===== src/rtl/spi_pkg.sv =====
// Shared definitions for the SPI mode-0 responder: FSM states and default frame parameters.
package spi_pkg;

    localparam int unsigned SPI_DATA_W     = 8;
    localparam logic [7:0]  SPI_DEFAULT_TX = 8'hFF;

    typedef enum logic [1:0] {
        IDLE   = 2'd0,
        LOAD   = 2'd1,
        ACTIVE = 2'd2
    } state_t;

endpackage


===== src/rtl/sync_edge.sv =====
// Two-flop synchronizer for an asynchronous pin, plus an edge flop producing registered
// one-cycle rise/fall pulses aligned with the synchronized level.
module sync_edge #(
    parameter logic RST_VAL = 1'b0
) (
    input  logic clk,
    input  logic rst,
    input  logic d,
    output logic level,
    output logic rise,
    output logic fall
);

    logic meta;
    logic sync;

    always_ff @(posedge clk) begin
        if (rst) begin
            meta  <= RST_VAL;
            sync  <= RST_VAL;
            level <= RST_VAL;
            rise  <= 1'b0;
            fall  <= 1'b0;
        end else begin
            meta  <= d;
            sync  <= meta;
            level <= sync;
            rise  <= sync & ~level;
            fall  <= ~sync & level;
        end
    end

endmodule


===== src/rtl/spi_slave_resp.sv =====
// SPI mode-0 responder oversampled in the sys_clk domain: receives MSB-first bytes on MOSI
// and shifts out bytes from a one-entry holding register (DEFAULT_TX when empty) on MISO.
module spi_slave_resp
    import spi_pkg::*;
#(
    parameter int unsigned       DATA_W     = SPI_DATA_W,
    parameter logic [DATA_W-1:0] DEFAULT_TX = DATA_W'(SPI_DEFAULT_TX)
) (
    input  logic              sys_clk,
    input  logic              sys_rst,
    input  logic              spi_SCLK,
    input  logic              spi_MOSI,
    input  logic              spi_SS_n,
    output logic              spi_MISO,
    output logic              spi_MISO_oe,
    input  logic [DATA_W-1:0] tx_data,
    input  logic              tx_valid,
    output logic              tx_ready,
    output logic [DATA_W-1:0] rx_data,
    output logic              rx_valid,
    output logic              underrun,
    output logic              abort
);

    localparam int unsigned      CNT_W    = (DATA_W > 1) ? $clog2(DATA_W) : 1;
    localparam logic [CNT_W-1:0] LAST_BIT = CNT_W'(DATA_W - 1);

    logic sclk_level, sclk_rise, sclk_fall;
    logic mosi_level, mosi_rise, mosi_fall;
    logic ss_level, ss_rise, ss_fall;

    sync_edge #(.RST_VAL(1'b0)) u_sclk (
        .clk(sys_clk), .rst(sys_rst), .d(spi_SCLK),
        .level(sclk_level), .rise(sclk_rise), .fall(sclk_fall)
    );

    sync_edge #(.RST_VAL(1'b0)) u_mosi (
        .clk(sys_clk), .rst(sys_rst), .d(spi_MOSI),
        .level(mosi_level), .rise(mosi_rise), .fall(mosi_fall)
    );

    // Reset to "selected" so a reset with SS_n already low never fakes a select edge;
    // the resulting rise after reset with SS_n high lands harmlessly in IDLE.
    sync_edge #(.RST_VAL(1'b0)) u_ss (
        .clk(sys_clk), .rst(sys_rst), .d(spi_SS_n),
        .level(ss_level), .rise(ss_rise), .fall(ss_fall)
    );

    logic unused_sync;
    assign unused_sync = ^{sclk_level, ss_level, mosi_rise, mosi_fall};

    state_t            state;
    logic [CNT_W-1:0]  bit_cnt;
    logic              frame_done;
    logic              chained;
    logic              pend_pop;
    logic              pend_under;
    logic [DATA_W-1:0] shift_reg;
    logic [DATA_W-1:0] rx_shift;
    logic [DATA_W-1:0] hold_data;

    // A chained LOAD only peeks at the holding register; the pop or underrun is committed
    // on the first SCLK rise of that byte, so a frame ending at SS_n rise loses nothing.
    always_ff @(posedge sys_clk) begin
        if (sys_rst) begin
            state       <= IDLE;
            bit_cnt     <= '0;
            frame_done  <= 1'b0;
            chained     <= 1'b0;
            pend_pop    <= 1'b0;
            pend_under  <= 1'b0;
            shift_reg   <= '0;
            rx_shift    <= '0;
            hold_data   <= '0;
            spi_MISO    <= 1'b1;
            spi_MISO_oe <= 1'b0;
            tx_ready    <= 1'b1;
            rx_data     <= '0;
            rx_valid    <= 1'b0;
            underrun    <= 1'b0;
            abort       <= 1'b0;
        end else begin
            rx_valid <= 1'b0;
            underrun <= 1'b0;
            abort    <= 1'b0;

            if (tx_valid && tx_ready) begin
                hold_data <= tx_data;
                tx_ready  <= 1'b0;
            end

            if (ss_rise) begin
                state       <= IDLE;
                bit_cnt     <= '0;
                frame_done  <= 1'b0;
                chained     <= 1'b0;
                pend_pop    <= 1'b0;
                pend_under  <= 1'b0;
                spi_MISO    <= 1'b1;
                spi_MISO_oe <= 1'b0;
                if (bit_cnt != '0) begin
                    abort <= 1'b1;
                end
            end else begin
                case (state)
                    IDLE: begin
                        if (ss_fall) begin
                            state       <= LOAD;
                            chained     <= 1'b0;
                            spi_MISO_oe <= 1'b1;
                        end
                    end
                    LOAD: begin
                        state      <= ACTIVE;
                        frame_done <= 1'b0;
                        if (!tx_ready) begin
                            shift_reg <= hold_data;
                            spi_MISO  <= hold_data[DATA_W-1];
                        end else begin
                            shift_reg <= DEFAULT_TX;
                            spi_MISO  <= DEFAULT_TX[DATA_W-1];
                        end
                        if (chained) begin
                            pend_pop   <= !tx_ready;
                            pend_under <= tx_ready;
                        end else if (!tx_ready) begin
                            tx_ready <= 1'b1;
                        end else begin
                            underrun <= 1'b1;
                        end
                    end
                    ACTIVE: begin
                        if (sclk_rise) begin
                            rx_shift <= {rx_shift[DATA_W-2:0], mosi_level};
                            if (bit_cnt == '0) begin
                                pend_pop   <= 1'b0;
                                pend_under <= 1'b0;
                                if (pend_pop) begin
                                    tx_ready <= 1'b1;
                                end
                                if (pend_under) begin
                                    underrun <= 1'b1;
                                end
                            end
                            if (bit_cnt == LAST_BIT) begin
                                rx_data    <= {rx_shift[DATA_W-2:0], mosi_level};
                                rx_valid   <= 1'b1;
                                bit_cnt    <= '0;
                                frame_done <= 1'b1;
                            end else begin
                                bit_cnt <= bit_cnt + CNT_W'(1);
                            end
                        end else if (sclk_fall) begin
                            if (frame_done) begin
                                state   <= LOAD;
                                chained <= 1'b1;
                            end else begin
                                shift_reg <= shift_reg << 1;
                                spi_MISO  <= shift_reg[DATA_W-2];
                            end
                        end
                    end
                    default: state <= IDLE;
                endcase
            end
        end
    end

endmodule

===== config.mk =====
export PLATFORM = sky130hd
export DESIGN_NAME = spi_slave_resp
export DESIGN_NICKNAME = d
export VERILOG_FILES = /design/src/rtl/spi_pkg.sv /design/src/rtl/sync_edge.sv /design/src/rtl/spi_slave_resp.sv
export SDC_FILE = /design/constraint.sdc
export NUM_CORES = 1
export LEC_CHECK = 0
export ABC_AREA = 1
export CAP_MARGIN = 5
export CORE_ASPECT_RATIO = 1.1
export CORE_MARGIN = 2
export CORE_UTILIZATION = 40
export DETAILED_ROUTE_END_ITERATION = 8
export MAX_ROUTING_LAYER = met4
export PLACE_DENSITY = 0.71
export SYNTH_ARGS = -nofsm -noshare
export SYNTH_HDL_FRONTEND = slang
export SYNTH_SLANG_ARGS = --single-unit

===== constraint.sdc =====
create_clock -name sys_clk -period 1.9 [get_ports sys_clk]
set_input_delay 0.57 -clock sys_clk [delete_from_list [all_inputs] [get_ports sys_clk]]
set_output_delay 0.57 -clock sys_clk [all_outputs]
set_load 0.05 [all_outputs]

## Word-level counts from Yosys, hierarchy flattened

Cells that the tools add are included.

| operators by class | value |
|---|---|
| add/subtract/negate cells | 1 |
| equal/unequal tests | 12 |
| muxes and demuxes | 46 |
| bitwise operators | 11 |
| reductions and logical operators | 20 |

Operators by type and width:

| operator | number |
|---|---|
| 1-bit two-way mux | 28 |
| 7-bit two-way mux | 4 |
| 4-bit AND reduction | 4 |
| 1-bit case mux with 2 select lines | 7 |
| 7-bit case mux with 2 select lines | 1 |
| 2-bit != test (second input constant) | 6 |
| 5-bit AND reduction | 2 |
| 2-bit two-way mux | 4 |
| 1-bit NOT | 7 |
| 2-bit by 1-bit != test with 1-bit output (second input constant) | 3 |
| 2-bit case mux with 3 select lines | 1 |
| 3-bit AND reduction | 2 |
| 1-bit AND | 4 |
| 2-bit AND reduction | 2 |
| 2-bit nonzero test | 2 |
| 2-bit OR reduction | 2 |
| 4-bit OR reduction | 1 |
| 3-bit by 1-bit adder with 3-bit output (second input constant) | 1 |
| 3-bit equality test (second input constant) | 1 |
| 3-bit logical NOT | 1 |
| 3-bit two-way mux | 1 |
| 3-bit nonzero test | 1 |
| 2-bit by 1-bit equality test with 1-bit output (second input constant) | 1 |
| 2-bit equality test (second input constant) | 1 |
| other kinds (3) | 3 |

| storage, ports and cells | value |
|---|---|
| register bits | 58 |
| bits of input ports | 14 |
| output and inout bits | 14 |

## Longest topological paths before layout

Gate-level depths: netlist of the first run.

| depth | value |
|---|---|
| word-level depth | 7 |
| gate-level depth with buffers | 11 |
| mapped depth without buffers | 9 |

## Modules after synthesis

A second synthesis of the first run with hierarchy kept.

| second synthesis, totals | value |
|---|---|
| cells, all modules | 317 |
| area, all modules | 2391.0 µm² |

By module, submodules not included:

| module | instances | cells an instance | area an instance (µm²) | sequential area each (µm²) |
|---|---|---|---|---|
| spi_slave_resp | 1 | 272 | 1970.6 | 900.9 |
| sync_edge | 3 | 15 | 140.1 | 100.1 |

## Worst setup path before layout of the first run

No wires, ideal clock.

| timing path | value |
|---|---|
| path type | flip-flop to flip-flop |
| from | register state[0] |
| to | register shift_reg[0] |
| library setup time | 0.131 ns |
| arrival time | 1.334 ns |
| data required time | 1.769 ns |
| slack | 0.435 ns |
| cell stages (with the launch flop) | 11 |
| path buffers | 2 |
| clock period less this slack | 1.465 ns |
| path through | dfxtp_1 inv_1 ha_1 buf_6 nand2_8 nand2_2 nor2_4 nand2_4 buf_6 nand2_1 a21oi_2 |

| between the ends | value |
|---|---|
| cells in the longest elaborated chain, start to end | 3 |
| elaborated cells on any way between the ends | 8 |
| those cells by class | eq/ne: 5; mux: 1; reduce/logical: 2 |

Ends and longest elaborated chain:

| item | RTL line | RTL |
|---|---|---|
| start, declared | spi_slave_resp.sv:52 | `state_t state;` |
| start signal, assigned | spi_slave_resp.sv:66 | `state <= IDLE;` |
| start signal, assigned | spi_slave_resp.sv:93 | `state <= IDLE;` |
| start signal, assigned | spi_slave_resp.sv:108 | `state <= LOAD;` |
| 2-bit equality test or 2-bit by 1-bit equality test with 1-bit output (tied branches) | spi_slave_resp.sv:105 | `case (state)` |
| 2-bit != test (no source line) (tied with other cells) | -- |  |
| 5-bit AND reduction (no source line) | -- |  |
| end signal, assigned | spi_slave_resp.sv:117 | `shift_reg <= hold_data;` |
| end signal, assigned | spi_slave_resp.sv:158 | `shift_reg <= shift_reg << 1;` |
| end, declared | spi_slave_resp.sv:58 | `logic [DATA_W-1:0] shift_reg;` |

Several ways; a longest one is shown, not always the timed one.
A chain may end at the register's enable or synchronous reset.

## Worst setup path in the final report of the first run

| timing path | value |
|---|---|
| from | register state[0] |
| to | register shift_reg[1] |

The elaborated chain is that of the path after synthesis.

==> results.ini, run 1 <==
[clock_tree]
clk_latency_ps=330
cts_hold_buf=0
cts_root_buf=clkbuf_8
clkSinkCount=58
cts_tree=yes
cts_setup_buffers=0
clockBufferDepth=2
htreeDepth=3
cts_resized=0
cts.clk_slew.worst_paths_ps=60
cts-buffers-inserted=9

[cells_and_area]
fin_util=0.5065
final_layout_size_suffix_gt1_frac=0.1246
final_cell_mix=nand2_1, nor2_1, dfxtp_1
biggestRegsByFlops=hold_data (8), rx_data (8)
num_antenna_cells=0
fill_cells=577
layout.cells.non_filler=430
layout_commonest_cell=nand2_1
layout.nets=371
syn_to_final_growth_pct=22.87

[sta]
hold_viol_final=0
rsz0062_at_grt=no
finalSetupViolations=0
maxSlewHeadroom=0.7255
min_period_ps=1664
worst_pin_slew_ps=410.2
finalCritPeriodShare=0.8757
slew_viol_final=0
fin_skew_ps=4.807
max_clock_freq_mhz=601.0
tns_ps=0

[power_and_ir_drop]
power_mw=2.830
total_leakage_power_nw=1.269
vdd_drop_max_uv=505.2
cellPowerDensity_nw_per_um2=974.4

[die]
rows=29
initial_core_util=0.4123
fp.dieW_um=77.29
ios=28
die_h_um=84.62
die_area_sq_um=6540
core_area_sq_um=5733

[synthesis]
syn_nets=334
synth_largest_area_cell=dfxtp_1
synth_seq_cells=58
synth_area_leaders=dfxtp_1, nand2_1, nor2_1, inv_1, o21ai_0
yosys_warnings=0
synth_top_area_frac=0.4913
synthesis.area_sq_um=2364
synth_area_per_cell_sq_um=7.551
synthCells=313
ys_seq_area_frac=0.4913
synth_cell_types=24

[global_routing]
antenna_found_initial=0
grt_max_degree=26
grt_pass1_wl_um=7734
grt.overflow.total=0
first_global_vias=1855
grt_usage=0.1540

[critical_path]
cp_cell_sequence=inv_1, ha_1, buf_4, nor2_1, nand2_1, o21ai_0, nand3_1, nand2_1, nor2_1
worstPathMaxFanout=8
cp.required_ps=2130
critPathTopFamily=simple AND/OR/NAND/NOR gates
crit_buf_inv=2
worstSetupPathType=reg -> reg
arrival_ps=1900
setup.worst_path.end_class=flop
worstSetupStartpointType=flop
critPathMaxStageDelay_ps=380
cpMaxStageDelayCell=dfxtp_1

[run]
maxCapViolCount=0

[drt]
drc=0
wirelength_um=4472
vias=1958
wl_per_cell_um=10.40
detail-route-antenna-nets=0
drt_iter0_drc=91
dr.pass1.iters=4
routed_via_density=4.553

[placement]
place.gp.congestion=0.8381
dp.cells=416
io_buffer_count=27
dp_hpwl_um=3255

[run_status]
status=finished, final reports clean

[worst_hold_path]
hold_class=reg -> reg

-- path summary, 6_finish.rpt --
path	slack (ps)	from	end	cells past startpoint
max	240	state[0]	shift_reg[1]	9
min	400	u_ss.meta	u_ss.sync	2
max reg2reg	240	state[0]	shift_reg[1]	9
min reg2reg	400	u_ss.meta	u_ss.sync	2
-- synthesized netlist by cell type --
| cell | n |
|---|---|
| nor2_8 | 1 |
| o21ai_0 | 27 |
| clkbuf_1 | 1 |
| nand2_4 | 2 |
| buf_2 | 2 |
| a22oi_1 | 3 |
| nor2_4 | 1 |
| o211ai_1 | 1 |
| a21oi_1 | 25 |
| nand2_2 | 1 |
| buf_6 | 2 |
| buf_1 | 3 |
| nand3_1 | 7 |
| nor2_1 | 58 |
| buf_4 | 1 |
| ha_1 | 7 |
| a21oi_2 | 1 |
| nand2_8 | 1 |
| clkinv_2 | 1 |
| inv_1 | 43 |
| dfxtp_1 | 58 |
| nand2_1 | 63 |
| a211oi_1 | 2 |
| nor3_1 | 2 |
-- kinds of logic after synthesis --
family	after synthesis	synth area share
AOI/OAI and AO/OA	59	0.1329
adders and majority gates	7	0.03705
buffers and inverters	53	0.09370
DFF	58	0.4913
and+or+nand+nor	136	0.2451
-- per-layer routing --
metal	GRT usage	wire [um]	vias to the layer above
li1	-	-	1045
met1	0.1754	2100	878
met2	0.2427	2118	28
met3	0.03978	183	7
met4	0.09253	70	0
met5	-	0	-
-- report_power, final --
part           switching (mW)  total [mW]  internal [mW]
logic                   0.248       0.402          0.155
registers              0.0392        1.33           1.29
clock network           0.442        1.10          0.657
-- tightest hold or removal path: stages, from the launching register on --
cell	delay (ps)
dfxtp_1	290
inv_1	40
nor2_1	30
-- layout make-up --
class	count	area, sq um	share of cell area
timing repair buffer	35	307.8	0.1060
clock inverter	3	40.04	0.01379
inverter	44	166.4	0.05730
sequential	58	1161	0.3998
tap	77	96.34	0.03318
multi-input combinational	202	980.9	0.3378
clock buffer	11	151.4	0.05213
-- per-stage QoR --
step	hold slack, ps	instance area, sq um	setup slack [ps]
2_1_floorplan	388.3	2364	435.2
3_3_place_gp	390.6	2713	131.4
3_5_place_dp	392.8	2713	93.55
4_1_cts	401.2	2904	217.1
5_1_grt	426.7	2904	42.38
6_report	399.8	2904	236.2
No activity file was read; power rests on OpenSTA's default activity.
==> run 2, diff against run 1 <==
==> constraint.sdc (replaced) <==
create_clock -name sys_clk -period 1.91 [get_ports sys_clk]
set_input_delay 0.573 -clock sys_clk [delete_from_list [all_inputs] [get_ports sys_clk]]
set_output_delay 0.573 -clock sys_clk [all_outputs]
set_load 0.05 [all_outputs]
==> results.ini, run 2 (synthesis results as in run 1) <==
[cells_and_area]
num_antenna_cells=0  ; unchanged
ff_latch_area_sq_um=1161  ; unchanged
multi_input_area_sq_um=980.9  ; unchanged
layout.nets=370  ; -0.27%
syn_to_final_growth_pct=23.72
fill_cells=581  ; +0.69%
layout_commonest_cell=nand2_1
fin_area_sq_um=2924  ; +0.69%
final_cell_mix=nand2_1, nor2_1, dfxtp_1
final_layout_size_suffix_gt1_frac=0.1243  ; -0.0003521
biggestRegsByFlops=hold_data (8), rx_data (8)

[power_and_ir_drop]
switching_share=0.2541  ; -0.003253
p_seq_frac=0.448  ; -0.022
cellPowerDensity_nw_per_um2=1009  ; +3.6%
power_frac_clock=0.418  ; +0.030
combPwrFrac=0.134  ; -0.008
internal-power_mw=2.201  ; +4.7%
switchingPower_uw=749.9  ; +3.0%
total_leakage_power_nw=1.272  ; +0.22%
vdd_drop_max_uv=573.6  ; +14%

[clock_tree]
cts_setup_buffers=0  ; unchanged
cts_root_buf=clkbuf_8
clkSinkCount=58  ; unchanged
clk_latency_ps=330  ; about the same
cts.clk_slew.worst_paths_ps=60  ; about the same
htreeDepth=3  ; unchanged
cts-buffers-inserted=9  ; unchanged
cts_hold_buf=0  ; unchanged
cts_resized=0  ; unchanged
clockBufferDepth=2  ; unchanged
cts_tree=yes

[run_status]
status=finished, final reports clean

[placement]
place.gp.congestion=0.8355  ; -0.31%
io_buffer_count=27  ; unchanged
dpl_cell_area_sq_um=2705  ; -0.28%
dp_hpwl_um=3197  ; -1.8%

[critical_path]
worstPathMaxFanout=10  ; +2
worstSetupStartpointType=flop
rrSetupSlack_ps=260  ; +30 ps
arrival_ps=1850  ; -50 ps
worstSetupPathType=reg -> reg
cp.required_ps=2110  ; -20 ps
setup.worst_path.end_class=flop

[sta]
rsz0062_at_grt=no
hold_viol_final=0  ; unchanged
worst_pin_slew_ps=422.1  ; +11.88 ps
maxSlewHeadroom=0.7176  ; -0.007947
finalSetupViolations=0  ; unchanged
min_period_ps=1646  ; -18.11 ps
fin_skew_ps=6.993  ; +2.185 ps
worst_hold_slack_ps=397.0  ; -2.780 ps
tns_ps=0  ; unchanged
slew_viol_final=0  ; unchanged
finalCritPeriodShare=0.8616  ; -0.01407
max_clock_freq_mhz=607.7  ; +1.1%

[die]
initial_core_util=0.4123  ; unchanged
fp.dieW_um=77.29  ; unchanged
die_h_um=84.62  ; unchanged
ios=28  ; unchanged
die_area_sq_um=6540  ; unchanged
core_area_sq_um=5733  ; unchanged
rows=29  ; unchanged

[drt]
routed_via_density=4.552  ; about the same
drc=0  ; unchanged
dr.pass1.iters=4  ; unchanged
wirelength_um=4442  ; -0.67%
drt_iter0_drc=109  ; +20%
vias=1962  ; +0.20%
wl_per_cell_um=10.31  ; -0.90%
detail-route-antenna-nets=0  ; unchanged

[global_routing]
grt_pass1_wl_um=7631  ; -1.3%
grt_usage=0.1504  ; -0.003559
grt_max_degree=26  ; unchanged
antenna_found_initial=0  ; unchanged
first_global_vias=1826  ; -1.6%
grt.overflow.total=0  ; unchanged

[run]
maxCapViolCount=0  ; unchanged

[worst_hold_path]
hold_class=reg -> reg

[run 2: cell type report]
| class | instances | share of cell area |
|---|---|---|
| timing repair buffer | 34 | 0.1027 |
| sequential | 58 | 0.3971 |
| clock inverter | 5 | 0.02653 |
| tap | 77 | 0.03295 |
| inverter | 44 | 0.05691 |
| multi-input combinational | 202 | 0.3355 |
| clock buffer | 11 | 0.04835 |
[run 2: per-stage QoR]
step | power (mW) | std cells | setup WS, ps | utilization
floorplan | 1.638 | 313 | 445.2 | -
global placement | 1.741 | 415 | 132.6 | 0.4718
detailed placement | 1.747 | 415 | 92.04 | 0.4718
CTS | 2.981 | 431 | 245.7 | 0.5100
global route | 3.099 | 431 | 94.86 | 0.5100
finish | 2.951 | 431 | 264.3 | 0.5100
[run 2: power by group through the flow]
stage / clock [mW] / sequential, mW / combinational [mW]
2_1_floorplan: 0 / 1.36 / 0.273
3_3_place_gp: 0 / 1.35 / 0.393
3_5_place_dp: 0 / 1.35 / 0.399
4_1_cts: 1.26 / 1.32 / 0.400
5_1_grt: 1.31 / 1.33 / 0.458
6_report: 1.23 / 1.32 / 0.396
[run 2: worst paths after layout]
path | startpoint | end | depth (start not counted)
worst min register to register | u_mosi.meta | u_mosi.sync | 2
worst max-delay path | state[0] | state[0] | 9
worst max register to register | state[0] | state[0] | 9
worst min-delay path | u_mosi.meta | u_mosi.sync | 2
[run 2: critical path, stage by stage, from the launching register on]
cell     delay [ps]
dfxtp_1         380
inv_1            80
ha_1            210
buf_4           180
nand2_8         110
nand2_2         100
nor2_1          240
inv_1            90
nand2_1          70
a21oi_1          60
[run 2: layer usage]
metal  routed length (um)  global-route usage
met1                 2148              0.1745
met2                 2057              0.2435
met3                  185             0.03333
met4                   51             0.07792
met5                    0                   -
==> run 3, diff against run 2 <==
--- a/config.mk
+++ b/config.mk
@@ -10,9 +10,10 @@
 export CORE_ASPECT_RATIO = 1.1
 export CORE_MARGIN = 2
 export CORE_UTILIZATION = 40
+export CTS_CLUSTER_SIZE = 8
 export DETAILED_ROUTE_END_ITERATION = 8
 export MAX_ROUTING_LAYER = met4
-export PLACE_DENSITY = 0.71
+export PLACE_DENSITY_LB_ADDON = 0.2
 export SYNTH_ARGS = -nofsm -noshare
 export SYNTH_HDL_FRONTEND = slang
 export SYNTH_SLANG_ARGS = --single-unit
==> results.ini, run 3 (synthesis results as in run 1) <==
[run_status]
status=finished, final reports clean

[sta]
maxSlewHeadroom=0.7388  ; +0.02120
min_period_ps=1678  ; +32.40 ps
worst_pin_slew_ps=390.9  ; -31.19 ps
finalCritPeriodShare=0.8786  ; +0.01696
max_clock_freq_mhz=595.9  ; -1.9%
fin_skew_ps=6.702  ; -0.2908 ps
slew_viol_final=0  ; unchanged
tns_ps=0  ; unchanged
rsz0062_at_grt=no
finalSetupViolations=0  ; unchanged
hold_viol_final=0  ; unchanged

[critical_path]
cp.required_ps=2120  ; about the same
rrSetupSlack_ps=230  ; -30 ps
setup.worst_path.end_class=flop
worstPathMaxFanout=8  ; -2
cp.depth=8  ; -1
cpMaxStageDelayCell=dfxtp_1
worstSetupStartpointType=flop
crit_buf_inv=3  ; unchanged
arrival_ps=1890  ; +40 ps
cp_cell_sequence=inv_1, ha_1, buf_4, buf_4, a21oi_1, nand3_1, nand2_1, a21oi_1
reg2reg_depth=8  ; -1
worstSetupPathType=reg -> reg
critPathMaxStageDelay_ps=370  ; about the same
critPathTopFamily=buffers and inverters

[cells_and_area]
final_cell_mix=nand2_1, nor2_1, dfxtp_1
syn_to_final_growth_pct=23.72  ; unchanged
layout_commonest_cell=nand2_1
final_layout_size_suffix_gt1_frac=0.1268  ; +0.002467
biggestRegsByFlops=hold_data (8), rx_data (8)
layout.nets=372  ; +0.54%
num_antenna_cells=0  ; unchanged

[clock_tree]
clk_latency_ps=330  ; about the same
cts_root_buf=clkbuf_8
clockBufferDepth=2  ; unchanged
cts.clk_slew.worst_paths_ps=60  ; about the same
cts_resized=0  ; unchanged
cts-buffers-inserted=9  ; unchanged
clkSinkCount=58  ; unchanged
cts_hold_buf=0  ; unchanged
cts_setup_buffers=0  ; unchanged
cts_tree=yes
htreeDepth=3  ; unchanged

[die]
die_h_um=84.62  ; unchanged
ios=28  ; unchanged
initial_core_util=0.4123  ; unchanged
fp.dieW_um=77.29  ; unchanged
rows=29  ; unchanged
core_area_sq_um=5733  ; unchanged
die_area_sq_um=6540  ; unchanged

[global_routing]
antenna_found_initial=0  ; unchanged
grt_usage=0.1579  ; +0.007501
grt.overflow.total=0  ; unchanged
first_global_vias=1780  ; -2.5%
grt_pass1_wl_um=7790  ; +2.1%
grt_max_degree=26  ; unchanged

[drt]
wl_per_cell_um=10.31  ; about the same
routed_via_density=4.458  ; -2.1%
drc=0  ; unchanged
wirelength_um=4455  ; +0.29%
vias=1926  ; -1.8%
dr.pass1.iters=4  ; unchanged
detail-route-antenna-nets=0  ; unchanged
drt_iter0_drc=116  ; +6.4%

[worst_hold_path]
hold_path_depth=2  ; unchanged
hold_class=reg -> reg

[run]
maxCapViolCount=0  ; unchanged

[power_and_ir_drop]
power_mw=2.869  ; -2.8%
total_leakage_power_nw=1.278  ; +0.47%
vdd_drop_max_uv=442.6  ; -23%
cellPowerDensity_nw_per_um2=981.1  ; -2.8%

[placement]
place.gp.congestion=0.7704  ; -7.8%
dp_hpwl_um=3191  ; -0.18%
io_buffer_count=27  ; unchanged

-- run 3: cell types whose count changed in the layout (fill, tap and decap cells not counted) --
cell	change
clkbuf_8	+2
bufinv_16	-1
buf_4	+2
clkinvlp_4	-1
clkinv_2	-1
-- run 3: report_power, final --
| group | leakage [nW] | switching, mW | total, mW | internal (mW) |
|---|---|---|---|---|
| logic | 0.701 | 0.246 | 0.404 | 0.157 |
| clock network | 0.106 | 0.445 | 1.15 | 0.700 |
| registers | 0.472 | 0.0371 | 1.32 | 1.28 |
-- run 3: layer usage --
metal  vias to the layer above  wire, um  track usage
li1                       1047         -            -
met1                       839      2172       0.1889
met2                        31      1995       0.2292
met3                         9       174      0.04839
met4                         0       112       0.1023
met5                         -         0            -
-- run 3: final cells by class --
cell class,instances,area (sq um)
timing repair buffer,36,315.3
clock inverter,2,35.03
fill,592,2809
multi-input combinational,202,980.9
tap,77,96.34
sequential,58,1161
clock buffer,13,168.9
inverter,44,166.4
-- run 3: worst min-delay path, stage by stage (launching register included) --
cell and delay (ps):
dfxtp_1 300, inv_1 40, nor2_1 30
-- run 3: through the flow --
stage | cells | hold WS (ps) | setup slack [ps] | util | area, sq um
detailed placement | 417 | 396.0 | 128.6 | 0.4745 | 2720
finish | 432 | 402.3 | 231.9 | 0.5100 | 2924
floorplan | 313 | 388.3 | 445.2 | - | 2364
global placement | 417 | 388.5 | 164.3 | 0.4745 | 2720
CTS | 432 | 406.7 | 228.4 | 0.5100 | 2924
global route | 432 | 424.6 | 124.5 | 0.5100 | 2924
-- run 3: final timing paths --
check,startpoint,endpoint
max,state[0],pend_under
min,u_mosi.sync,u_mosi.level
max reg2reg,state[0],pend_under
min reg2reg,u_mosi.sync,u_mosi.level
==> patch (config.mk and constraints of run 2) <==
Set the package constant `SPI_DATA_W` to 32 (it was 8).
--- a/src/rtl/spi_pkg.sv
+++ b/src/rtl/spi_pkg.sv
@@ -1,7 +1,7 @@
 // Shared definitions for the SPI mode-0 responder: FSM states and default frame parameters.
 package spi_pkg;
 
-    localparam int unsigned SPI_DATA_W     = 8;
+    localparam int unsigned SPI_DATA_W     = 32;
     localparam logic [7:0]  SPI_DEFAULT_TX = 8'hFF;
 
     typedef enum logic [1:0] {
Interface: changed (resized rx_data and tx_data); port bits go from 28 to 76. No check against the original RTL was run, so the function may have changed too.
==> patch against run 2 <==
Routed wire length increased to 2.9 times the old value; highest routed layer unchanged; final area rose to 2.6 times the old value; sequential cell count is 98 higher; worst setup slack worse by 0.14 ns; largest cell class unchanged; die area grew 150%; synthesized area increased to 2.6 times the old value; utilization about the same; total power rose to 3.4 times the old value; largest power group unchanged.
==> patch: results <==
[status]
status = finished, final reports clean

[route]
wl_per_cell_um = 12.0
via_per_inst = 4.74

[power]
cellLeakagePower_uw = 0.00338
ir_worst_vdd_mv = 0.576

[global_routing]
grt_pass1_vias = 4598
grt_max_degree = 70
use_met3 = 0.0435
grtUsageMet1 = 0.223

[clock_network]
numCtsBuffers = 17
h-tree-depth = 4

[synth]
ys_top_cells_by_count = dfxtp_1 (156), inv_1 (118), nand2_1 (113), nor2_1 (113), o21ai_0 (97)
synth.distinct_cells = 27
yosys-top-cells-area = dfxtp_1 (52%), o21ai_0 (8.0%), inv_1 (7.3%)
yosysSeqAreaShare = 0.518

[setup_path]
rr_worst_depth = 10
r2r_slack_ns = 0.17
crit_fanout = 7
r2r_end = rx_data[9]
arrival_ns = 1.21

[placed_design]
gp_congestion = 0.790
dp_hpwl_um = 8190
place_area_um2 = 6950

[finish]
drive_above_1_share = 0.118
nets = 912

[hold_path]
worstHoldStart = u_ss.meta
holdPathEnd = u_ss.sync

[timing]
fin_hold_ws_ns = 0.400
fin_skew_ns = 0.00598
[patch: cell count changes in the layout (fill, tap and decap cells not counted), sizes merged, moves of 4 or more]
cell	before	now
dfxtp	58	156
nor2	60	116
o22ai	0	23
o21ai	27	102
clkbuf	11	24
clkdlybuf4s50	13	37
inv	43	120
nand2	67	115
nand3	7	19
clkinvlp	1	5
a21oi	26	80
buf	21	56
[patch: per-layer routing]
layer	vias to the layer above	wire length, um
met1	2292	6270
met3	18	730
met5	-	0
li1	2669	-
met2	117	5710
met4	0	231
[patch: worst min-delay path, cell delays in order (launching register included)]
cell     delay, ns
dfxtp_1       0.29
inv_1         0.04
nor2_1        0.03
[patch: layout make-up]
class                           count  area [um^2]
Clock buffer                       23          498
Sequential cell                   156         3120
Inverter                          121          455
Fill cell                        1432         7290
Timing Repair Buffer               94          928
Clock inverter                      9         86.3
Tap cell                          196          245
Multi-Input combinational cell    477         2250
[patch: how the worst max path moves through the flow]
stage               start      endpoint  depth (start not counted)
6_report         tx_ready      tx_ready                          1
3_5_place_dp     tx_valid  hold_data[0]                          5
3_3_place_gp     tx_valid  hold_data[0]                          5
4_1_cts          state[0]      pend_pop                          9
5_1_grt        bit_cnt[0]    rx_data[2]                         10
2_1_floorplan  bit_cnt[0]    rx_data[3]                         11
[patch: kinds of logic (layout without fill, tap and decap cells)]
family,Yosys count,in the layout,synth area share
AO/OA/AOI/OAI,213,213,0.185
adder cells (fa/ha/maj),7,7,0.0145
buffers and inverters,168,247,0.111
flip-flops,156,156,0.518
AND/OR/NAND/NOR,257,257,0.171
[patch: timing repair]
action | 4_1_cts | 5_1_grt
resized for setup | 0 | 6
setup endpoints to repair | 0 | 46
buffers inserted | 0 | 1
[patch: per-stage QoR]
stage               worst slack (ns)  std cells  total power [uW]
floorplan                      0.203        801              6090
global placement              0.0102       1042              6820
detailed placement          -0.00147       1042              6880
CTS                           0.0552       1074             10200
global route                -0.00604       1076             10800
finish                         0.127       1076             10100
[patch: report_power, final]
part	internal, uW	switching (uW)	total (uW)
clock	1960	1310	3270
combinational	1170	1930	3100
sequential	3620	148	3760
total	6750	3390	10100
